## config.mk

```make
export PLATFORM = sky130hd
export DESIGN_NAME = add_sub_serial
export DESIGN_NICKNAME = d
export VERILOG_FILES = /design/src/rtl/add_sub_serial.sv
export SDC_FILE = /design/constraint.sdc
export NUM_CORES = 1
export LEC_CHECK = 0
export ABC_CLOCK_PERIOD_IN_PS = 5500
export CAP_MARGIN = 0
export CELL_PAD_IN_SITES_DETAIL_PLACEMENT = 0
export CELL_PAD_IN_SITES_GLOBAL_PLACEMENT = 1
export CORE_MARGIN = 8
export CORE_UTILIZATION = 44
export CTS_CLUSTER_SIZE = 25
export DETAILED_ROUTE_END_ITERATION = 6
export PLACE_DENSITY_LB_ADDON = 0.1
export SLEW_MARGIN = 20
export SYNTH_ARGS = -nofsm -noshare
export SYNTH_HDL_FRONTEND = slang
export SYNTH_SLANG_ARGS = --single-unit
```

## constraint.sdc

```tcl
create_clock -name clk -period 5.5 [get_ports clk]
set_input_delay 1.375 -clock clk [delete_from_list [all_inputs] [get_ports clk]]
set_output_delay 1.375 -clock clk [all_outputs]
set_load 0.01 [all_outputs]
```

## src/rtl/add_sub_serial.sv

```systemverilog
// Digit-serial unsigned adder/subtractor behind a valid/ready handshake.
// Negative differences come back as magnitude plus sign via a second pass.
module add_sub_serial #(
  parameter int WIDTH = 16,
  parameter int DIGIT = 4
) (
  input  logic             clk,
  input  logic             rst,
  input  logic             in_valid,
  output logic             in_ready,
  input  logic             m,
  input  logic [WIDTH-1:0] a,
  input  logic [WIDTH-1:0] b,
  output logic             out_valid,
  input  logic             out_ready,
  output logic [WIDTH-1:0] s,
  output logic             neg,
  output logic             cout
);

  localparam int N  = WIDTH / DIGIT;
  localparam int KW = (N > 1) ? $clog2(N) : 1;
  localparam logic [KW-1:0] KLAST = KW'(N - 1);

  if (WIDTH % DIGIT != 0) begin : g_bad_digit
    $error("WIDTH must be a multiple of DIGIT");
  end

  typedef enum logic [1:0] {
    IDLE,
    ADD,
    FIX,
    DONE
  } state_t;

  state_t           r_state;
  logic [WIDTH-1:0] r_a;
  logic [WIDTH-1:0] r_b;
  logic [WIDTH-1:0] r_q;
  logic             r_m;
  logic             r_c;
  logic             r_co;
  logic [KW-1:0]    r_k;
  logic [WIDTH-1:0] r_s;
  logic             r_neg;
  logic             r_cout;

  logic [DIGIT-1:0] w_x;
  logic [DIGIT-1:0] w_y;
  logic [DIGIT:0]   w_sum;
  logic [WIDTH-1:0] w_q;
  logic             w_last;
  logic             w_fix;

  // One shared slice: ADD sums A+B digits, FIX negates q digit-by-digit.
  always_comb begin
    w_fix  = (r_state == FIX);
    w_x    = w_fix ? ~r_q[int'(r_k)*DIGIT +: DIGIT]
                   : r_a[int'(r_k)*DIGIT +: DIGIT];
    w_y    = w_fix ? '0 : r_b[int'(r_k)*DIGIT +: DIGIT];
    w_sum  = {1'b0, w_x} + {1'b0, w_y} + {{DIGIT{1'b0}}, r_c};
    w_q    = r_q;
    w_q[int'(r_k)*DIGIT +: DIGIT] = w_sum[DIGIT-1:0];
    w_last = (r_k == KLAST);
  end

  always_ff @(posedge clk) begin
    if (rst) begin
      r_state <= IDLE;
      r_a     <= '0;
      r_b     <= '0;
      r_q     <= '0;
      r_m     <= 1'b0;
      r_c     <= 1'b0;
      r_co    <= 1'b0;
      r_k     <= '0;
      r_s     <= '0;
      r_neg   <= 1'b0;
      r_cout  <= 1'b0;
    end else begin
      unique case (r_state)
        IDLE: begin
          if (in_valid) begin
            r_a     <= a;
            r_b     <= b ^ {WIDTH{m}};
            r_m     <= m;
            r_k     <= '0;
            r_c     <= m;
            r_state <= ADD;
          end
        end
        ADD: begin
          r_q <= w_q;
          r_c <= w_sum[DIGIT];
          r_k <= w_last ? '0 : r_k + 1'b1;
          if (w_last) begin
            r_co <= w_sum[DIGIT];
            if (r_m & ~w_sum[DIGIT]) begin
              r_c     <= 1'b1;
              r_state <= FIX;
            end else begin
              r_s     <= w_q;
              r_neg   <= 1'b0;
              r_cout  <= w_sum[DIGIT];
              r_state <= DONE;
            end
          end
        end
        FIX: begin
          r_q <= w_q;
          r_c <= w_sum[DIGIT];
          r_k <= w_last ? '0 : r_k + 1'b1;
          if (w_last) begin
            r_s     <= w_q;
            r_neg   <= 1'b1;
            r_cout  <= r_co;
            r_state <= DONE;
          end
        end
        DONE: begin
          if (out_ready) r_state <= IDLE;
        end
        default: r_state <= IDLE;
      endcase
    end
  end

  assign in_ready  = (r_state == IDLE) & ~rst;
  assign out_valid = (r_state == DONE);
  assign s         = r_s;
  assign neg       = r_neg;
  assign cout      = r_cout;

endmodule
```

# Yosys cells after proc, flatten, opt, wreduce, memory -nomap -nowiden
# Cells that the tools add are included.
[word_totals]
latch_bits = 0
ramBits = 0
word_cells = 74
reg_bits = 73
in_bits = 37
rom_bits = 0
n_memories = 0
[op_classes]
reduce_logical = 11
multipliers = 0
n_addsub = 4
div_mod_pow = 0
eq_ne = 9
shifts = 5
muxes = 28
n_lt_le_gt_ge = 0
bitwise = 6
[op_table]
columns = ["operator", "n"]
rows = [
  ["$mux W16", 3],
  ["$shiftx A16 B5 Y4", 3],
  ["$neg A4 Y33", 1],
  ["$shift A4 B33 Y16 const A", 1],
  ["$shiftx A4 B33 Y16", 1],
  ["$pmux W16 S2", 1],
  ["$bwmux W16", 1],
  ["$xor A16 B16 Y16", 1],
  ["$mux W2", 6],
  ["$mux W1", 10],
  ["$mux W4", 2],
  ["$ne A2 B2 Y1 const B", 4],
  ["$pmux W2 S4", 1],
  ["$reduce_and A2 Y1", 4],
  ["$reduce_and A4 Y1", 2],
  ["$eq A2 B2 Y1 const B", 3],
  ["$add A4 B4 Y5", 1],
  ["$add A5 B1 Y5", 1],
  ["$not A4 Y4", 1],
  ["$pmux W1 S2", 2],
  ["$pmux W2 S2", 1],
  ["$reduce_bool A2 Y1", 2],
  ["$pmux W1 S3", 1],
  ["$reduce_bool A3 Y1", 1],
  ["other kinds (7)", 9],
]

# Logic depth before layout (Yosys ltp)
[logic_depth]
depth_word = 10
depth_mapped = 13

# Worst setup path before layout
# No wires, ideal clock.
[synth_timing]
path_kind = "input port to output port"
startpoint = "in rst"
endpoint = "out in_ready"
slack_ns = 2.362
t_arrival_ns = 1.763
cell_stages = 2
required_time_ns = 4.125
path_buffers = 1
path_cell_list = "buf_1 nor2b_1"
[synth_between]
elab_chain_len = 2
[synth_rtl]
columns = ["item", "line", "text"]
rows = [
  ["start: declaration", "8", "input logic rst,"],
  ["$not A1 Y1", "128", "assign in_ready = (r_state == IDLE) & ~rst;"],
  ["$and A1 B1 Y1", "128", ""],
  ["end: declaration", "10", "output logic in_ready,"],
]
# No other way between the ends.

# Worst setup path in the final report
[layout_timing]
startpoint = "reg r_k[0]"
endpoint = "reg r_cout, in the netlist cout"
[layout_between]
elab_chain_len = 9
word_cells_on_any_way = 18
[layout_rtl]
columns = ["item", "line", "text"]
rows = [
  ["start: declaration", "43", "logic [KW-1:0] r_k;"],
  ["start signal: assignment", "95", "r_k <= w_last ? '0 : r_k + 1'b1;"],
  ["start signal: assignment", "112", "r_k <= w_last ? '0 : r_k + 1'b1;"],
  ["$shiftx A16 B5 Y4", "58", "w_x = w_fix ? ~r_q[int'(r_k)*DIGIT +: DIGIT]"],
  ["$not A4 Y4", "58", ""],
  ["$mux W4", "58", ""],
  ["$add A4 B4 Y5", "61", "w_sum = {1'b0, w_x} + {1'b0, w_y} + {{DIGIT{1'b0}}, r_c};"],
  ["$add A5 B1 Y5", "61", ""],
  ["$not A1 Y1", "98", "if (r_m & ~w_sum[DIGIT]) begin"],
  ["$and A1 B1 Y1", "98", ""],
  ["$ne A2 B2 Y1 (no source line)", "n/a", ""],
  ["$reduce_and A4 Y1 (no source line)", "n/a", ""],
  ["end signal: assignment", "104", "r_cout <= w_sum[DIGIT];"],
  ["end signal: assignment", "116", "r_cout <= r_co;"],
  ["end: declaration", "46", "logic r_cout;"],
]
# Parallel ways exist; a longest one is shown, timed or not. The select of a mux whose other input is x is not followed.
# A chain may end at the register's enable or synchronous reset.

==> results.txt <==
CTS clock-pin slew for the worst setup and hold paths = 0.08 ns
Inserted Clock Buffers = 9
# rows = 34
Clock sinks = 73
Most used flip-flop cell after synthesis = dfxtp_1
Fraction of layout cells with a size suffix above 1 = 8.282%
Fmax = 0.2790 GHz
Worst-Margin Slew = 0.9638 ns
Leak = 1.565 nW
Relative slew slack = 35.54%
Drt wl/cell = 15.98 um
First-pass GRT wire length = 15640 um
Crit Path Class = flip-flop to flip-flop
Post-DP HPWL = 6654 um
CTS tree = done
Post-CTS Setup Repair Bufs = 0
Initial Utilization = 44.83%
Commonest non-fill, non-tap cells in the layout = nand2_1, dfxtp_1, clkdlybuf4s50_1
Vias/cell = 5.521
Async S/R FF share, synth = 0%
CTS H-tree depth = 3
Commonest non-fill, non-tap cell in the layout = nand2_1
Mapped Cells = 440
CP max FO = 15
RSZ-0062 raised after global routing = false
Data required time of the worst path = 5.73 ns
Cell family with most CP delay = simple AND/OR/NAND/NOR gates
Overflow left after global routing = 0
Yosys cell types = 52
Finished Cell Area = 4664 um2
Yosys reg bits = 73
Residual DRC = 0
CORE AREA = 8636 um2
Post-synth net total = 493
Final setup TNS = 0 ns
Final setup violating endpoints = 0
Clk_lat worst skew = 0.35 ns
Vias = 3263
Total Nets Final = 532
Finished Core Util = 54.01%
Final ANT Viol Nets = 0
Hold_buf cts = 0
CTS Buffer Depth = 2
Mean Syn Cell Area = 8.798 um2
Dpl cell area = 4432 um2
Final hold vios = 0
Drt pass-1 iters = 4
I/O Pins = 57
Clock root buffer = clkbuf_8
Synth warn = 0
# diodes = 0
Crit-path cells = buf_4 > mux4_2 > nor2_1 > a21oi_1 > fa_1 > fa_1 > nand2b_1 > nand4_1 > nand3_2 > mux2i_1
Largest net degree at the start of global routing = 59
Crit. End Element = flip-flop
Post-Syn Area = 3871 um2
Cts repair resizes = 0
Maximum vdd drop = 0.1880 mV
Critical Path Max Stage Delay = 0.57 ns
Final worst-path cycle share = 65.17%
Input/output buffers = 56
Area of the multi-input gates = 2156 um2
FILL cells = 809
Post-synth EDFFs = 0
Buf/Inv on CP = 1
Outcome = complete, no violations
CP Launch Type = flip-flop
GPL Wtd Cong = 0.8047
Fin crit period = 3.584 ns
DR iter-0 viols = 199
Total routed wirelength = 9444 um
Die Y = 109.8 um
Hold WC Path Type = flip-flop to flip-flop
Power Density = 467.7 nW/um2
Width of the chip = 109.8 um
P&R area growth vs syn = 20.49%
Cell mode on critical path = fa_1
Max-slew violations = 0
Antenna violations before repair = 0
Clock skew = 0.01307 ns
Critical path data arrival time = 3.81 ns
Max cap viols = 0
Vias in the first global route = 3049
Sequential cell area fraction in the yosys report = 37.75%
Sequential cell area = 1461 um2
Die area = 12060 um2
Slowest stage cell, crit path = dfxtp_1
Tot GR Track Use = 16.36%
-- Yosys cell counts (4+ instances only) --
library cell	count	area share, %
a21oi_1	36	4.7
ha_1	14	4.5
o21ai_0	6	0.78
nor3_1	5	0.65
o22ai_1	12	1.9
dfxtp_1	73	38
nor2_1	32	3.1
mux4_2	10	5.8
nand2b_1	4	0.65
clkbuf_1	15	1.5
inv_1	27	2.6
a211oi_1	23	4.5
nand2_1	75	7.3
a31oi_1	5	0.81
buf_2	7	0.90
o311ai_1	4	0.90
o21ai_1	10	1.3
xnor2_1	16	3.6
o311ai_0	8	1.8
-- final timing paths --
path	from	end	slack [ns]	depth (start not counted)
setup reg to reg	r_k[0]	cout	1.92	10
setup / recovery	r_k[0]	cout	1.92	10
hold reg to reg	r_a[6]	r_a[6]	0.45	2
hold / removal	r_a[6]	r_a[6]	0.45	2
-- tightest hold or removal path, cell delays in order, from the launching register on --
cell and delay [ns]:
dfxtp_1 0.31, nand2_1 0.05, a21oi_1 0.05
-- layer usage --
| layer | vias to the layer above | track usage (%) | wire [um] |
|---|---|---|---|
| met1 | 1519 | 22.48 | 4599 |
| met5 | - | 0 | 0 |
| li1 | 1637 | - | - |
| met4 | 0 | 6.268 | 122 |
| met2 | 96 | 24.57 | 4188 |
| met3 | 11 | 3.341 | 535 |
-- through the flow --
stage	hold WS [ns]	instances	power, W	worst slack [ns]
finish	0.4528	591	0.002181	1.916
global route	0.4843	591	0.002324	1.669
CTS	0.4576	591	0.002192	1.883
detailed placement	0.4468	576	0.001689	1.917
global placement	0.4422	576	0.001675	1.968
floorplan	0.4315	440	0.001458	2.362
-- state kept, by name (all words and copies together), names as in the netlist --
signal and flops:
r_a 16, r_b 16, r_q 16, s 16
r_k 2, r_state 2, cout 1, neg 1
r_c 1, r_co 1, r_m 1
-- final cells by class --
class	instances	share of cell area, %
flip-flops and latches	73	31.33
inverters	27	2.173
clock inverters	5	2.253
repair buffers	59	12.39
clock buffers	10	2.736
multi-input cells	309	46.22
well taps	108	2.897
-- cell families (layout without fill, tap and decap cells) --
logic type / count (synthesis) / in the layout / synth area share [%]
flip-flops: 73 / 73 / 37.75
AO/OA/AOI/OAI: 122 / 122 / 21.01
buffers and inverters: 58 / 101 / 6.561
adder cells (fa/ha/maj): 16 / 16 / 5.559
multiplexers: 15 / 15 / 7.563
AND/OR/NAND/NOR: 139 / 139 / 17.71
XOR/XNOR: 17 / 17 / 3.846
-- where the power goes --
| group | total (W) | internal (W) | switching [W] |
|---|---|---|---|
| sequential | 0.000687 | 0.000615 | 0.0000721 |
| clock | 0.000499 | 0.000299 | 0.000200 |
| combinational | 0.000995 | 0.000401 | 0.000594 |
(Power assumes the default switching activity.)
